<file path="src/rtl/sub_pkg.sv">
// Shared types and defaults for the bit-serial subtraction controller.
package sub_pkg;

    typedef enum logic [1:0] {
        IDLE = 2'd0,
        RUN  = 2'd1,
        DONE = 2'd2
    } state_t;

    localparam int SUB_WIDTH_DEFAULT = 8;

endpackage

</file>
<file path="src/rtl/bit_sub_cell.sv">
// Gate-level full subtractor: two half-subtract stages joined by an OR on the borrows.
module bit_sub_cell (
    input  logic a,
    input  logic b,
    input  logic bin,
    output logic d,
    output logic bout
);

    logic hs1_d;
    logic hs1_bout;
    logic hs2_bout;

    assign hs1_d    = a ^ b;
    assign hs1_bout = ~a & b;
    assign d        = hs1_d ^ bin;
    assign hs2_bout = ~hs1_d & bin;
    assign bout     = hs1_bout | hs2_bout;

endmodule

</file>
<file path="src/rtl/serial_sub_ctrl.sv">
// Bit-serial a - b: one subtract cell stepped over WIDTH cycles, LSB first,
// with a start/busy/done handshake toward the host.
module serial_sub_ctrl
    import sub_pkg::*;
#(
    parameter int WIDTH = SUB_WIDTH_DEFAULT
) (
    input  logic             clk,
    input  logic             rst,
    input  logic             start,
    input  logic [WIDTH-1:0] a_in,
    input  logic [WIDTH-1:0] b_in,
    output logic             busy,
    output logic             done,
    output logic [WIDTH-1:0] diff,
    output logic             borrow_out
);

    localparam int CNT_W = $clog2(WIDTH + 1);

    state_t             state_reg;
    logic [WIDTH-1:0]   a_sr_reg;
    logic [WIDTH-1:0]   b_sr_reg;
    logic [WIDTH-1:0]   diff_reg;
    logic [CNT_W-1:0]   cnt_reg;
    logic               borrow_reg;
    logic               borrow_out_reg;
    logic               cell_d;
    logic               cell_bout;

    bit_sub_cell u_cell (
        .a    (a_sr_reg[0]),
        .b    (b_sr_reg[0]),
        .bin  (borrow_reg),
        .d    (cell_d),
        .bout (cell_bout)
    );

    always_ff @(posedge clk or posedge rst) begin
        if (rst) begin
            state_reg      <= IDLE;
            a_sr_reg       <= '0;
            b_sr_reg       <= '0;
            diff_reg       <= '0;
            cnt_reg        <= '0;
            borrow_reg     <= 1'b0;
            borrow_out_reg <= 1'b0;
        end else begin
            case (state_reg)
                IDLE: begin
                    if (start) begin
                        a_sr_reg       <= a_in;
                        b_sr_reg       <= b_in;
                        diff_reg       <= '0;
                        cnt_reg        <= '0;
                        borrow_reg     <= 1'b0;
                        borrow_out_reg <= 1'b0;
                        state_reg      <= RUN;
                    end
                end
                RUN: begin
                    // Result enters at the MSB so after WIDTH steps bit 0 lands at diff[0].
                    diff_reg   <= (diff_reg >> 1) | (WIDTH'(cell_d) << (WIDTH - 1));
                    borrow_reg <= cell_bout;
                    a_sr_reg   <= a_sr_reg >> 1;
                    b_sr_reg   <= b_sr_reg >> 1;
                    cnt_reg    <= cnt_reg + CNT_W'(1);
                    if (cnt_reg == CNT_W'(WIDTH - 1)) begin
                        borrow_out_reg <= cell_bout;
                        state_reg      <= DONE;
                    end
                end
                DONE: begin
                    state_reg <= IDLE;
                end
                default: begin
                    state_reg <= IDLE;
                end
            endcase
        end
    end

    assign busy       = (state_reg != IDLE);
    assign done       = (state_reg == DONE);
    assign diff       = diff_reg;
    assign borrow_out = borrow_out_reg;

endmodule

</file>
<file path="config.mk">
export PLATFORM = sky130hd
export DESIGN_NAME = serial_sub_ctrl
export DESIGN_NICKNAME = d
export VERILOG_FILES = /design/src/rtl/sub_pkg.sv /design/src/rtl/bit_sub_cell.sv /design/src/rtl/serial_sub_ctrl.sv
export SDC_FILE = /design/constraint.sdc
export NUM_CORES = 1
export LEC_CHECK = 0
export CAP_MARGIN = 30
export CORE_UTILIZATION = 40
export DETAILED_ROUTE_END_ITERATION = 10
export GPL_ROUTABILITY_DRIVEN = 0
export GPL_TIMING_DRIVEN = 0
export PLACE_DENSITY_LB_ADDON = 0.25
export SLEW_MARGIN = 30
export SYNTH_ARGS = -nofsm -noshare
export SYNTH_HDL_FRONTEND = slang
export SYNTH_SLANG_ARGS = --single-unit
</file>
<file path="constraint.sdc">
create_clock -name clk -period 2.33 [get_ports clk]
set_input_delay 0.5825 -clock clk [delete_from_list [all_inputs] [get_ports clk]]
set_output_delay 0.5825 -clock clk [all_outputs]
set_load 0.005 [all_outputs]
</file>
==> results.ini <==
[run_status]
status = finished clean

[die]
die_area_mm2 = 0.004028
die-height_um = 63.47
core_area_mm2 = 0.003468
start_util_pct = 43.58
die_x_um = 63.47
rows = 21
pin_count = 30

[clock_tree]
path_clk_slew_ns = 0.06
cts_tree = yes
clock_sinks = 32
cts-buffers-inserted = 5
htreeDepth = 2
cts_hold_buf = 0
clockRootBuffer = clkbuf_8
clockBufferDepth = 2
insertion_delay_ns = 0.28

[sta]
finalSetupViolations = 0
fin_crit_sh_pct = 94.28
maxSlewHeadroom_pct = 56.12
finClkSkew_ns = 0.009260
finalHoldViolCount = 0
fmax_mhz = 455.2
rsz0062_at_grt = false
min_period_ns = 2.197
finalSetupTns_ns = 0
drv_slew = 0
tightest_slew_ns = 0.6572

[global_routing]
grt_first_pass_wirelength_mm = 5.740
gr-total-overflow = 0
antenna_found_initial = 0
grt_pass1_vias = 1171
grt_max_degree = 33
grt.total_usage_pct = 18.61

[pwr]
clkPwrFrac_pct = 17.2
switching_share_pct = 35.38
p_int_w = 0.001490
pwr-share-comb_pct = 40.0
p_seq_share_pct = 42.8
ir_worst_vdd_uv = 679.3
p_per_area_mw_per_mm2 = 1189
switchingPower_w = 0.0008156
p_leak_nw = 0.8421

[hold_path]
whs_path_depth = 1
min_path_type = flop to flop

[final_layout]
final_common_cell = dfrtp_1
seq_area_um2 = 800.8
final_cell_mix = 32 x dfrtp_1, 29 x clkdlybuf4s50_1, 16 x a21oi_1
synthToLayoutAreaGrowth_pct = 28.23
fin_nets = 201
layoutNonFillerInstCount = 226
fillCellCount = 326
antennaDiodeCount = 0
multi_input_area_um2 = 633.1
drive_above_1_share_pct = 9.444

[drt]
wl_per_cell_um = 14.85
drtPass1Iterations = 4
finalWirelength_mm = 3.357
ant_nets = 0
via_per_inst = 5.566
drc = 0
vias = 1258
drt-initial-drc-count = 62

[synth]
yosysSeqAreaShare_pct = 52.98
synth_seq_cells = 32
synthSimpleGateAreaFrac_pct = 13.66
synth_xor_area_share_pct = 0.5795
muxShareOfSynthArea_pct = 0
synthAdderAreaFrac_pct = 2.152
synth_top_family_by_area = compound AO/OA/AOI/OAI gates
synth_area_mm2 = 0.001511
synth.avg_cell_area_um2 = 10.42
ys_types = 26
yosysWarnings = 0
mappedNetlistNets = 166
yosys-top-cells-area = dfrtp_1 53%, a22oi_1 7.0%, a21oi_1 5.3%
synthCells = 145
synthDominantCellAreaShare_pct = 52.98
yosysTopAreaCell = dfrtp_1
synth_compound_area_share_pct = 25.50

[worst_setup_path]
startpoint_type = flop
ff2ff_path_depth = 4
path_class = flop to primary output
cp-end-kind = primary output
required_ns = 1.75
arrival_ns = 1.61
cp_max_fo = 19

[run]
cap_violations = 0

[place]
dp_hpwl_mm = 2.290
portBuffers = 29
placed_cells = 220

-- layer usage --
metal / wire, um / GRT usage (%) / part of all wire [%]
met1: 1515 / 26.91 / 45
met2: 1611 / 27.39 / 48
met3: 209 / 5.435 / 6.2
met4: 21 / 4.261 / 0.63
met5: 0 / 0 / 0
-- worst paths after layout --
| kind | from | end | slack, ns |
|---|---|---|---|
| setup / recovery | state_reg[1] | busy | 0.13 |
| hold / removal | diff[0] | diff[0] | 0.51 |
| setup reg to reg | state_reg[0] | cnt_reg[2] | 0.88 |
| hold reg to reg | diff[0] | diff[0] | 0.51 |
| max in group asynchronous | rst | b_sr_reg[3] | 1.18 |
| min in group asynchronous | rst | a_sr_reg[0] | 0.72 |
-- cell type report --
class                   instances  share of cell area, %
flip-flops and latches         32                  41.32
multi-input cells             100                  32.67
repair buffers                 30                  15.36
clock buffers                   6                  3.744
plain buffers                   9                  3.292
well taps                      46                  2.970
inverters                       2                 0.3873
clock inverters                 1                 0.2582
-- logic make-up after synthesis --
| family | count (synthesis) |
|---|---|
| buffers and inverters | 13 |
| and+or+nand+nor | 35 |
| xor gates and xnor gates | 1 |
| adders and majority gates | 2 |
| DFF | 32 |
| AOI/OAI and AO/OA | 62 |
-- per-stage QoR --
| stage | power [W] | instance area [um^2] | utilization (%) | worst slack, ns | hold slack [ns] |
|---|---|---|---|---|---|
| finish | 0.002305 | 1938 | 55.88 | 0.1332 | 0.5141 |
| global route | 0.002488 | 1938 | 55.88 | 0.06501 | 0.5513 |
| CTS | 0.002325 | 1942 | 55.99 | 0.01950 | 0.5202 |
| detailed placement | 0.001920 | 1859 | 53.61 | 0.2092 | 0.5020 |
| global placement | 0.001869 | 1859 | 53.61 | 0.2332 | 0.4908 |
| floorplan | 0.001538 | 1511 | - | 0.7574 | 0.4691 |
-- synth_stat cells (all sizes together) --
cell,instances
a21oi,16
a22o,9
a22oi,14
a2bb2oi,1
and2b,6
and3b,1
buf,9
clkbuf,2
dfrtp,32
fa,1
ha,1
inv,2
nand2,7
nand2b,1
nand3,4
nand3b,1
nor2,1
nor2b,12
nor3b,1
o21ai,21
o21bai,1
or2,1
xor2,1
-- power by group through the flow --
stage / sequential, W / combinational (W) / clock (W)
after global placement: 0.000960 / 0.000909 / 0
final: 0.000987 / 0.000922 / 0.000396
after floorplan: 0.000937 / 0.000601 / 0
after detailed placement: 0.000973 / 0.000947 / 0
after global routing: 0.00102 / 0.00104 / 0.000429
after CTS: 0.000966 / 0.000958 / 0.000400
-- repair_timing --
| action | CTS | global route |
|---|---|---|
| resized for setup | 1 | 0 |
| endpoints found under the setup margin | 2 | 1 |
| cloned | 0 | 0 |
| pin swaps | 0 | 0 |
| setup buffers | 1 | 0 |
-- worst max-delay path, cell delays in order, from the launching register on --
cell	delay [ns]
dfrtp_1	0.39
buf_4	0.21
or2_2	0.28
clkdlybuf4s50_1	0.45
Power figures use the tool's default switching activity.
